==> config.mk <==
export PLATFORM = sky130hd
export DESIGN_NAME = ula_exec_mc_flat
export DESIGN_NICKNAME = d
export VERILOG_FILES = /design/src/rtl/ula_exec_mc_pkg.sv /design/src/rtl/ula_exec_mc_if.sv /design/src/rtl/ula_exec_mc_muldiv.sv /design/src/rtl/ula_exec_mc.sv /design/src/flat_wrapper.sv
export SDC_FILE = /design/constraint.sdc
export NUM_CORES = 1
export LEC_CHECK = 0
export ABC_AREA = 1
export CORE_MARGIN = 8
export CORE_UTILIZATION = 35
export DETAILED_ROUTE_END_ITERATION = 16
export PLACE_DENSITY = 0.61
export SLEW_MARGIN = 10
export SYNTH_ARGS = -nofsm -noshare
export SYNTH_HDL_FRONTEND = slang
export SYNTH_SLANG_ARGS = --single-unit
==> constraint.sdc <==
create_clock -name clk -period 5.45 [get_ports clk]
set_clock_uncertainty 0.05 [all_clocks]
set_input_delay 1.09 -clock clk [delete_from_list [all_inputs] [get_ports clk]]
set_output_delay 1.09 -clock clk [all_outputs]
set_load 0.02 [all_outputs]
==> src/rtl/ula_exec_mc_pkg.sv <==
// ula_pkg: shared constants for the multi-cycle execute unit.
//   - ALUControl encodings driven by the decoder into the ALU datapath
//   - main-control alu_op codes and R-type func opcodes
//   - FSM state type for the execute unit
package ula_pkg;

  localparam logic [3:0] ALU_AND  = 4'b0000;
  localparam logic [3:0] ALU_OR   = 4'b0001;
  localparam logic [3:0] ALU_ADD  = 4'b0010;
  localparam logic [3:0] ALU_XOR  = 4'b0011;
  localparam logic [3:0] ALU_SUB  = 4'b0110;
  localparam logic [3:0] ALU_SLT  = 4'b0111;
  localparam logic [3:0] ALU_SLL  = 4'b1000;
  localparam logic [3:0] ALU_SRL  = 4'b1001;
  localparam logic [3:0] ALU_SRA  = 4'b1010;
  localparam logic [3:0] ALU_SLTU = 4'b1011;
  localparam logic [3:0] ALU_NOR  = 4'b1100;

  localparam logic [1:0] OP_ADD   = 2'b00;
  localparam logic [1:0] OP_SUB   = 2'b01;
  localparam logic [1:0] OP_RTYPE = 2'b10;

  localparam logic [5:0] F_SLL   = 6'b000000;
  localparam logic [5:0] F_SRL   = 6'b000010;
  localparam logic [5:0] F_SRA   = 6'b000011;
  localparam logic [5:0] F_SLLV  = 6'b000100;
  localparam logic [5:0] F_SRLV  = 6'b000110;
  localparam logic [5:0] F_SRAV  = 6'b000111;
  localparam logic [5:0] F_JR    = 6'b001000;
  localparam logic [5:0] F_MFHI  = 6'b010000;
  localparam logic [5:0] F_MTHI  = 6'b010001;
  localparam logic [5:0] F_MFLO  = 6'b010010;
  localparam logic [5:0] F_MTLO  = 6'b010011;
  localparam logic [5:0] F_MULT  = 6'b011000;
  localparam logic [5:0] F_MULTU = 6'b011001;
  localparam logic [5:0] F_DIV   = 6'b011010;
  localparam logic [5:0] F_DIVU  = 6'b011011;
  localparam logic [5:0] F_ADD   = 6'b100000;
  localparam logic [5:0] F_ADDU  = 6'b100001;
  localparam logic [5:0] F_SUB   = 6'b100010;
  localparam logic [5:0] F_SUBU  = 6'b100011;
  localparam logic [5:0] F_AND   = 6'b100100;
  localparam logic [5:0] F_OR    = 6'b100101;
  localparam logic [5:0] F_XOR   = 6'b100110;
  localparam logic [5:0] F_NOR   = 6'b100111;
  localparam logic [5:0] F_SLT   = 6'b101010;
  localparam logic [5:0] F_SLTU  = 6'b101011;

  typedef enum logic [1:0] {
    ST_IDLE,
    ST_BUSY,
    ST_DONE
  } state_t;

endpackage

==> src/rtl/ula_exec_mc_if.sv <==
// ula_exec_mc_if: operation/result handshake bundle of the execute unit.
//   master (register-read/writeback side): in_valid, alu_op, func, shamt,
//     a, b, out_ready
//   slave (execute unit): in_ready, out_valid, result, zero, ovf, wb_en,
//     illegal, hi, lo
interface ula_exec_mc_if #(
  parameter int WIDTH = 32,
  parameter int SHW   = $clog2(WIDTH)
);
  logic             in_valid;
  logic             in_ready;
  logic [1:0]       alu_op;
  logic [5:0]       func;
  logic [SHW-1:0]   shamt;
  logic [WIDTH-1:0] a;
  logic [WIDTH-1:0] b;
  logic             out_valid;
  logic             out_ready;
  logic [WIDTH-1:0] result;
  logic             zero;
  logic             ovf;
  logic             wb_en;
  logic             illegal;
  logic [WIDTH-1:0] hi;
  logic [WIDTH-1:0] lo;

  modport master (
    output in_valid, alu_op, func, shamt, a, b, out_ready,
    input  in_ready, out_valid, result, zero, ovf, wb_en, illegal, hi, lo
  );

  modport slave (
    input  in_valid, alu_op, func, shamt, a, b, out_ready,
    output in_ready, out_valid, result, zero, ovf, wb_en, illegal, hi, lo
  );
endinterface

==> src/rtl/ula_exec_mc_muldiv.sv <==
// ula_muldiv: iterative multiply/divide engine.
//   clk, rst_n : clock, synchronous active-low reset (aborts a running op)
//   start      : load operands (one-cycle pulse)
//   is_signed  : treat a/b as two's complement
//   is_div     : 1 = divide, 0 = multiply
//   a, b       : operands (dividend/divisor for divide)
//   done       : high during the sign-fix cycle; hi_out/lo_out valid then
//   hi_out     : product high half / remainder
//   lo_out     : product low half / quotient
module ula_muldiv #(
  parameter int WIDTH = 32
) (
  input  logic             clk,
  input  logic             rst_n,
  input  logic             start,
  input  logic             is_signed,
  input  logic             is_div,
  input  logic [WIDTH-1:0] a,
  input  logic [WIDTH-1:0] b,
  output logic             done,
  output logic [WIDTH-1:0] hi_out,
  output logic [WIDTH-1:0] lo_out
);
  localparam int CW = $clog2(WIDTH + 1);
  localparam logic [CW-1:0] LAST = CW'(WIDTH);

  logic             running;
  logic             div_mode;
  logic             neg_res;
  logic             neg_rem;
  logic             div0;
  logic [CW-1:0]    cnt;
  logic [WIDTH-1:0] p_hi;
  logic [WIDTH-1:0] p_lo;
  logic [WIDTH-1:0] opnd;

  logic             a_neg;
  logic             b_neg;
  logic [WIDTH-1:0] a_abs;
  logic [WIDTH-1:0] b_abs;
  logic [WIDTH:0]   msum;
  logic [WIDTH:0]   dshift;
  logic [WIDTH:0]   dtrial;
  logic [2*WIDTH-1:0] prod;

  // Signed operands are reduced to magnitudes so the core loop is unsigned;
  // the signs are remembered and applied in the final cycle.
  assign a_neg  = is_signed & a[WIDTH-1];
  assign b_neg  = is_signed & b[WIDTH-1];
  assign a_abs  = a_neg ? -a : a;
  assign b_abs  = b_neg ? -b : b;

  // One shift-add step: conditionally add the multiplicand into the upper
  // half, then shift the whole {carry, p_hi, p_lo} right by one.
  assign msum   = {1'b0, p_hi} + (p_lo[0] ? {1'b0, opnd} : '0);

  // One restoring-division step: bring the next dividend bit into the
  // partial remainder and try to subtract the divisor.
  assign dshift = {p_hi, p_lo[WIDTH-1]};
  assign dtrial = dshift - {1'b0, opnd};

  assign prod   = {p_hi, p_lo};
  assign done   = running && (cnt == LAST);

  // Sign fix: quotient truncates toward zero, remainder follows the
  // dividend. Divide by zero reports all-ones quotient and the dividend
  // itself as remainder (the unsigned loop already leaves |a| in p_hi).
  always_comb begin
    hi_out = '0;
    lo_out = '0;
    if (div_mode) begin
      hi_out = neg_rem ? -p_hi : p_hi;
      lo_out = div0 ? '1 : (neg_res ? -p_lo : p_lo);
    end else begin
      {hi_out, lo_out} = neg_res ? -prod : prod;
    end
  end

  // Engine sequencing: load on start, WIDTH iteration cycles, then one
  // cycle with done high after which the engine goes quiet.
  always_ff @(posedge clk) begin
    if (!rst_n) begin
      running  <= 1'b0;
      div_mode <= 1'b0;
      neg_res  <= 1'b0;
      neg_rem  <= 1'b0;
      div0     <= 1'b0;
      cnt      <= '0;
      p_hi     <= '0;
      p_lo     <= '0;
      opnd     <= '0;
    end else if (start) begin
      running  <= 1'b1;
      div_mode <= is_div;
      neg_res  <= a_neg ^ b_neg;
      neg_rem  <= a_neg;
      div0     <= is_div && (b == '0);
      cnt      <= '0;
      p_hi     <= '0;
      p_lo     <= a_abs;
      opnd     <= b_abs;
    end else if (running) begin
      if (cnt == LAST) begin
        running <= 1'b0;
      end else begin
        cnt <= cnt + CW'(1);
        if (div_mode) begin
          if (!dtrial[WIDTH]) begin
            p_hi <= dtrial[WIDTH-1:0];
            p_lo <= {p_lo[WIDTH-2:0], 1'b1};
          end else begin
            p_hi <= dshift[WIDTH-1:0];
            p_lo <= {p_lo[WIDTH-2:0], 1'b0};
          end
        end else begin
          {p_hi, p_lo} <= {msum, p_lo[WIDTH-1:1]};
        end
      end
    end
  end
endmodule

==> src/rtl/ula_exec_mc.sv <==
// ula_exec_mc: multi-cycle execute unit between register read and writeback.
//   clk, rst_n : clock, synchronous active-low reset
//   bus        : ula_exec_mc_if.slave -- operation in (in_valid/in_ready,
//                alu_op, func, shamt, a, b), result out (out_valid/out_ready,
//                result, zero, ovf, wb_en, illegal) and the HI/LO registers
module ula_exec_mc
  import ula_pkg::*;
#(
  parameter int WIDTH      = 32,
  parameter int HAS_MULDIV = 1
) (
  input  logic          clk,
  input  logic          rst_n,
  ula_exec_mc_if.slave  bus
);
  localparam int SHW = $clog2(WIDTH);

  state_t           state;
  logic             out_valid_r;
  logic [WIDTH-1:0] result_r;
  logic             zero_r;
  logic             ovf_r;
  logic             wb_en_r;
  logic             illegal_r;
  logic [WIDTH-1:0] hi_r;
  logic [WIDTH-1:0] lo_r;

  logic [3:0]       alu_ctl;
  logic             var_shift;
  logic             d_ovf;
  logic             d_wb;
  logic             d_ill;
  logic             d_force0;
  logic             d_sel_hi;
  logic             d_sel_lo;
  logic             d_mthi;
  logic             d_mtlo;
  logic             d_is_md;
  logic             d_md_signed;
  logic             d_md_div;
  logic [WIDTH-1:0] d_result;

  logic [WIDTH-1:0] sum;
  logic [WIDTH-1:0] diff;
  logic             ovf_add;
  logic             ovf_sub;
  logic [SHW-1:0]   sh;
  logic [WIDTH-1:0] alu_res;

  logic             accept;
  logic             md_start;
  logic             md_done;
  logic [WIDTH-1:0] md_hi;
  logic [WIDTH-1:0] md_lo;

  assign bus.in_ready  = (state == ST_IDLE) || (state == ST_DONE && bus.out_ready);
  assign accept        = bus.in_valid && bus.in_ready;
  assign md_start      = accept && d_is_md;
  assign bus.out_valid = out_valid_r;
  assign bus.result    = result_r;
  assign bus.zero      = zero_r;
  assign bus.ovf       = ovf_r;
  assign bus.wb_en     = wb_en_r;
  assign bus.illegal   = illegal_r;
  assign bus.hi        = hi_r;
  assign bus.lo        = lo_r;

  assign sum     = bus.a + bus.b;
  assign diff    = bus.a - bus.b;
  assign ovf_add = (bus.a[WIDTH-1] == bus.b[WIDTH-1]) && (sum[WIDTH-1] != bus.a[WIDTH-1]);
  assign ovf_sub = (bus.a[WIDTH-1] != bus.b[WIDTH-1]) && (diff[WIDTH-1] != bus.a[WIDTH-1]);

  // Decode: map alu_op/func onto an ALUControl code plus side-band controls.
  // Only the trapping R-type ADD/SUB report overflow; the HI/LO and mul/div
  // funcs decode as illegal when the engine is not built.
  always_comb begin
    alu_ctl     = ALU_ADD;
    var_shift   = 1'b0;
    d_ovf       = 1'b0;
    d_wb        = 1'b1;
    d_ill       = 1'b0;
    d_force0    = 1'b0;
    d_sel_hi    = 1'b0;
    d_sel_lo    = 1'b0;
    d_mthi      = 1'b0;
    d_mtlo      = 1'b0;
    d_is_md     = 1'b0;
    d_md_signed = 1'b0;
    d_md_div    = 1'b0;
    case (bus.alu_op)
      OP_ADD:   alu_ctl = ALU_ADD;
      OP_SUB:   alu_ctl = ALU_SUB;
      OP_RTYPE: begin
        case (bus.func)
          F_ADD:  begin alu_ctl = ALU_ADD; d_ovf = ovf_add; end
          F_ADDU: alu_ctl = ALU_ADD;
          F_SUB:  begin alu_ctl = ALU_SUB; d_ovf = ovf_sub; end
          F_SUBU: alu_ctl = ALU_SUB;
          F_AND:  alu_ctl = ALU_AND;
          F_OR:   alu_ctl = ALU_OR;
          F_XOR:  alu_ctl = ALU_XOR;
          F_NOR:  alu_ctl = ALU_NOR;
          F_SLT:  alu_ctl = ALU_SLT;
          F_SLTU: alu_ctl = ALU_SLTU;
          F_SLL:  alu_ctl = ALU_SLL;
          F_SRL:  alu_ctl = ALU_SRL;
          F_SRA:  alu_ctl = ALU_SRA;
          F_SLLV: begin alu_ctl = ALU_SLL; var_shift = 1'b1; end
          F_SRLV: begin alu_ctl = ALU_SRL; var_shift = 1'b1; end
          F_SRAV: begin alu_ctl = ALU_SRA; var_shift = 1'b1; end
          F_JR:   begin d_wb = 1'b0; d_force0 = 1'b0 | 1'b1; end
          F_MFHI, F_MFLO: begin
            if (HAS_MULDIV != 0) begin
              d_sel_hi = (bus.func == F_MFHI);
              d_sel_lo = (bus.func == F_MFLO);
            end else begin
              d_ill = 1'b1;
            end
          end
          F_MTHI, F_MTLO: begin
            if (HAS_MULDIV != 0) begin
              d_mthi   = (bus.func == F_MTHI);
              d_mtlo   = (bus.func == F_MTLO);
              d_wb     = 1'b0;
              d_force0 = 1'b1;
            end else begin
              d_ill = 1'b1;
            end
          end
          F_MULT, F_MULTU, F_DIV, F_DIVU: begin
            if (HAS_MULDIV != 0) begin
              d_is_md     = 1'b1;
              d_wb        = 1'b0;
              d_md_signed = !bus.func[0];
              d_md_div    = bus.func[1];
            end else begin
              d_ill = 1'b1;
            end
          end
          default: d_ill = 1'b1;
        endcase
      end
      default:  d_ill = 1'b1;
    endcase
    if (d_ill) begin
      d_wb = 1'b0;
    end
  end

  // ALU datapath driven by the decoded ALUControl code; variable shifts take
  // their amount from the low bits of a instead of shamt.
  always_comb begin
    sh = var_shift ? bus.a[SHW-1:0] : bus.shamt;
    case (alu_ctl)
      ALU_ADD:  alu_res = sum;
      ALU_SUB:  alu_res = diff;
      ALU_AND:  alu_res = bus.a & bus.b;
      ALU_OR:   alu_res = bus.a | bus.b;
      ALU_XOR:  alu_res = bus.a ^ bus.b;
      ALU_NOR:  alu_res = ~(bus.a | bus.b);
      ALU_SLT:  alu_res = {{(WIDTH-1){1'b0}}, $signed(bus.a) < $signed(bus.b)};
      ALU_SLTU: alu_res = {{(WIDTH-1){1'b0}}, bus.a < bus.b};
      ALU_SLL:  alu_res = bus.b << sh;
      ALU_SRL:  alu_res = bus.b >> sh;
      ALU_SRA:  alu_res = $unsigned($signed(bus.b) >>> sh);
      default:  alu_res = '0;
    endcase
  end

  // Result select: illegal ops, JR, MT* and mul/div all present zero.
  always_comb begin
    if (d_ill || d_force0 || d_is_md) begin
      d_result = '0;
    end else if (d_sel_hi) begin
      d_result = hi_r;
    end else if (d_sel_lo) begin
      d_result = lo_r;
    end else begin
      d_result = alu_res;
    end
  end

  generate
    if (HAS_MULDIV != 0) begin : g_md
      ula_muldiv #(.WIDTH(WIDTH)) u_muldiv (
        .clk       (clk),
        .rst_n     (rst_n),
        .start     (md_start),
        .is_signed (d_md_signed),
        .is_div    (d_md_div),
        .a         (bus.a),
        .b         (bus.b),
        .done      (md_done),
        .hi_out    (md_hi),
        .lo_out    (md_lo)
      );
    end else begin : g_nomd
      assign md_done = 1'b0;
      assign md_hi   = '0;
      assign md_lo   = '0;
    end
  endgenerate

  // Control FSM with registered outputs. DONE hands its result off and may
  // accept the next op on the same edge, so back-to-back single-cycle ops
  // stream one per cycle; with out_ready low every output register holds.
  always_ff @(posedge clk) begin
    if (!rst_n) begin
      state       <= ST_IDLE;
      out_valid_r <= 1'b0;
      result_r    <= '0;
      zero_r      <= 1'b0;
      ovf_r       <= 1'b0;
      wb_en_r     <= 1'b0;
      illegal_r   <= 1'b0;
      hi_r        <= '0;
      lo_r        <= '0;
    end else begin
      case (state)
        ST_BUSY: begin
          if (md_done) begin
            state       <= ST_DONE;
            out_valid_r <= 1'b1;
            result_r    <= '0;
            zero_r      <= 1'b1;
            ovf_r       <= 1'b0;
            wb_en_r     <= 1'b0;
            illegal_r   <= 1'b0;
            hi_r        <= md_hi;
            lo_r        <= md_lo;
          end
        end
        default: begin
          if (state == ST_DONE && bus.out_ready) begin
            state       <= ST_IDLE;
            out_valid_r <= 1'b0;
          end
          if (accept) begin
            if (d_is_md) begin
              state       <= ST_BUSY;
              out_valid_r <= 1'b0;
            end else begin
              state       <= ST_DONE;
              out_valid_r <= 1'b1;
              result_r    <= d_result;
              zero_r      <= (d_result == '0);
              ovf_r       <= d_ovf;
              wb_en_r     <= d_wb;
              illegal_r   <= d_ill;
              if (d_mthi) begin
                hi_r <= bus.a;
              end
              if (d_mtlo) begin
                lo_r <= bus.a;
              end
            end
          end
        end
      endcase
    end
  end
endmodule

==> src/flat_wrapper.sv <==
// flat-port wrapper written by rule: the top's interface ports become plain ports
module ula_exec_mc_flat import ula_pkg::*;
#(
  parameter int WIDTH      = 32,
  parameter int HAS_MULDIV = 1
)
  (clk, rst_n, bus_in_valid, bus_alu_op, bus_func, bus_shamt, bus_a, bus_b, bus_out_ready, bus_in_ready, bus_out_valid, bus_result, bus_zero, bus_ovf, bus_wb_en, bus_illegal, bus_hi, bus_lo);
  ula_exec_mc_if #(.WIDTH(WIDTH)) bus_i ();
  input  logic clk;
  input  logic rst_n;
  input wire logic [$bits(bus_i.in_valid)-1:0] bus_in_valid;
  input wire logic [$bits(bus_i.alu_op)-1:0] bus_alu_op;
  input wire logic [$bits(bus_i.func)-1:0] bus_func;
  input wire logic [$bits(bus_i.shamt)-1:0] bus_shamt;
  input wire logic [$bits(bus_i.a)-1:0] bus_a;
  input wire logic [$bits(bus_i.b)-1:0] bus_b;
  input wire logic [$bits(bus_i.out_ready)-1:0] bus_out_ready;
  output wire logic [$bits(bus_i.in_ready)-1:0] bus_in_ready;
  output wire logic [$bits(bus_i.out_valid)-1:0] bus_out_valid;
  output wire logic [$bits(bus_i.result)-1:0] bus_result;
  output wire logic [$bits(bus_i.zero)-1:0] bus_zero;
  output wire logic [$bits(bus_i.ovf)-1:0] bus_ovf;
  output wire logic [$bits(bus_i.wb_en)-1:0] bus_wb_en;
  output wire logic [$bits(bus_i.illegal)-1:0] bus_illegal;
  output wire logic [$bits(bus_i.hi)-1:0] bus_hi;
  output wire logic [$bits(bus_i.lo)-1:0] bus_lo;
  assign bus_i.in_valid = bus_in_valid;
  assign bus_i.alu_op = bus_alu_op;
  assign bus_i.func = bus_func;
  assign bus_i.shamt = bus_shamt;
  assign bus_i.a = bus_a;
  assign bus_i.b = bus_b;
  assign bus_i.out_ready = bus_out_ready;
  assign bus_in_ready = bus_i.in_ready;
  assign bus_out_valid = bus_i.out_valid;
  assign bus_result = bus_i.result;
  assign bus_zero = bus_i.zero;
  assign bus_ovf = bus_i.ovf;
  assign bus_wb_en = bus_i.wb_en;
  assign bus_illegal = bus_i.illegal;
  assign bus_hi = bus_i.hi;
  assign bus_lo = bus_i.lo;
  ula_exec_mc #(.WIDTH(WIDTH), .HAS_MULDIV(HAS_MULDIV)) u_core (.clk(clk), .rst_n(rst_n), .bus(bus_i));
endmodule
==> impl_metrics.tcl <==
set metrics [dict create \
    drive_above_1_share 0.0721 \
    post-dp-hpwl_um 121000 \
    placed_area_um2 30300 \
    maxCapViolations 0 \
    drv_slew 0 \
    design_area_um2 31200 \
    drc_errors 0 \
    start_util 0.352 \
    worstPathRequired_ns 5.92 \
    antenna_found_initial 6 \
    worstMarginPinSlew_ns 1.04 \
    holdBufCountCts 0 \
    cts.htree.levels 1 \
    syn_avg_cell_area_um2 5.68 \
    ys_warn_count 0 \
    avgRoutedWirePerCell_um 25.2 \
    power_mw 5.71 \
    layout.nets 5118 \
    status "finished, final reports clean" \
    first_iter_violations 4525 \
    gp_congestion 1.07 \
    arrival_ns 5.42 \
    period_minus_slack_ns 4.95 \
    core-area_um2 75600 \
    grt_pass1_vias 32000 \
    die_area_um2 85100 \
    rrSetupSlack_ns 0.75 \
    synth_cell_types 62 \
    via_per_inst 5.86 \
    power.leakage_nw 14.6 \
    seq_area_frac_synth 0.157 \
    slew_headroom 0.303 \
    vias 34400 \
    dp_slack_ns 0.0551 \
    syn-num-nets 4940 \
    clock_sinks 209 \
    row_count 101 \
    syn_area_um2 26600 \
    clock_path_buffers 3 \
    cts_root_buf "clkbuf_16" \
    netlist_instances 4686 \
    die_x_um 292 \
    cts.clk_slew.worst_paths_ns 0.06 \
    hold_viol_final 0 \
    clk_latency_ns 0.61 \
    grt_overflow 0 \
    io_pins 183 \
    tns_ns 0 \
    worst_slack_ns 0.502 \
    area_growth_pct 17.3 \
    ys_ff_latch 209 \
    endpoint_kind "flop" \
    cp-start-kind "input port" \
    post_cts_resized 0 \
    cts-buffers-inserted 28 \
    grtUsageTotal 0.329 \
    peakVddDrop_mv 0.215 \
    cts_tree "done" \
    post_cts_buffers 0 \
    grt_pass1_wl_um 213000 \
    dp_cells 5812 \
    fp.dieH_um 292 \
    synthFlopType "dfxtp_1" \
    finalNonFillerCells 5864 \
    ys_async_sr_fraction 0 \
    drt-total-wl_um 148000 \
    port_buffers 182 \
    detail-route-antenna-nets 0 \
    power.density_nw_per_um2 183 \
    rsz0062_at_grt "false" \
    clock.fmax_mhz 202 \
    hold_class "flop to flop" \
    crit_type "input port to flop" \
    worstPathMaxFanout 5 \
    fill_cells 8378 \
    first_pass_iters 6 \
    synth_edf_count 0 \
    final.period_utilization 0.908 \
    setup_viol 0 \
    grt_max_degree 87 \
]
==> power breakdown <==
part           internal (mW)  leakage, nW  total (mW)  switching [mW]
registers               1.55         1.69        1.58          0.0250
clock network           1.15        0.461        1.98           0.827
logic                  0.645         12.4        2.15            1.50
total                   3.35         14.6        5.71            2.36
==> cells in the final DEF (no fill, tap or decap), types with 115 or more instances in the layout <==
cell type and instances:
nand3_1 470, dfxtp_1 208, a31oi_1 115, clkdlybuf4s50_1 181
ha_1 169, nor2_1 431, inv_1 507, a21oi_1 393
nand2_1 1125, o21ai_0 416, buf_4 182
==> area by class of cell <==
class / count / area, um^2 / share of cell area
Multi-Input combinational cell: 3715 / 19400 / 0.623
Sequential cell: 209 / 4190 / 0.134
Timing Repair Buffer: 375 / 3400 / 0.109
Inverter: 535 / 2010 / 0.0643
Tap cell: 978 / 1220 / 0.0392
Clock buffer: 34 / 774 / 0.0248
Clock inverter: 15 / 174 / 0.00557
Antenna cell: 3 / 7.51 / 0.000241
==> final timing paths <==
kind,startpoint,end,cells past startpoint
min reg2reg,u_core.bus.wb_en,u_core.bus.wb_en,2
min,u_core.bus.wb_en,u_core.bus.wb_en,2
max,bus_b[0],u_core.bus.zero,22
max reg2reg,u_core.g_md.u_muldiv.p_lo[31],u_core.g_md.u_muldiv.p_hi[30],21
==> cell usage after synthesis, drive strengths merged (47+ instances only) <==
cell type	count	area, um^2
a21oi	393	1970
inv	524	1970
o21ai	447	2270
or2	47	294
nor3	94	516
nand4	60	375
nor2	445	1700
ha	169	2110
a31oi	115	719
dfxtp	209	4180
xor2	76	666
o211ai	57	428
buf	91	527
clkbuf	136	510
nand2	1133	4280
nand3	480	2470
==> worst max-delay path, cell delays in order <==
cell and delay, ns:
clkdlybuf4s50_1 0.67, ha_1 0.37, fa_1 0.26, nand2_1 0.06, nand3_1 0.07, o21ai_0 0.09
buf_4 0.18, o21ai_0 0.43, nand2_1 0.10, nand2_1 0.16, inv_1 0.08, o21ai_0 0.33
o211ai_1 0.15, nand2_1 0.08, nand2_1 0.09, o21ai_1 0.47, a21oi_1 0.19, nor2_1 0.18
nand2_1 0.06, nor2_1 0.08, nand3_1 0.09, a21oi_1 0.12
==> routing by layer <==
| metal | wire length [um] | global-route usage | vias up |
|---|---|---|---|
| li1 | - | - | 16100 |
| met1 | 60900 | 0.430 | 16100 |
| met2 | 63900 | 0.518 | 1808 |
| met3 | 13100 | 0.0532 | 320 |
| met4 | 9590 | 0.175 | 4 |
| met5 | 23 | 0 | - |
==> sequential cells by signal, summed over array words and instances (netlist names), 6 cells and up <==
name                       cells
u_core.bus.result             32
u_core.bus.lo                 32
u_core.g_md.u_muldiv.p_hi     32
u_core.g_md.u_muldiv.p_lo     32
u_core.g_md.u_muldiv.cnt       6
u_core.g_md.u_muldiv.opnd     32
u_core.bus.hi                 32
==> metrics by stage <==
stage | util | hold WS [ns]
3_3_place_gp | 0.400 | 0.405
2_1_floorplan | - | 0.390
6_report | 0.413 | 0.414
3_5_place_dp | 0.400 | 0.406
4_1_cts | 0.413 | 0.415
5_1_grt | 0.413 | 0.436
==> cell families (layout without fill, tap and decap cells) <==
group	count (synthesis)	in the layout	synth area share
compound gates	1151	1151	0.242
other cells	0	3	0
xor+xnor	99	99	0.0326
flops	209	209	0.157
fa+ha+maj	173	173	0.0825
buf+inv	762	959	0.114
simple gates	2292	2292	0.371
Power figures use the tool's default switching activity.
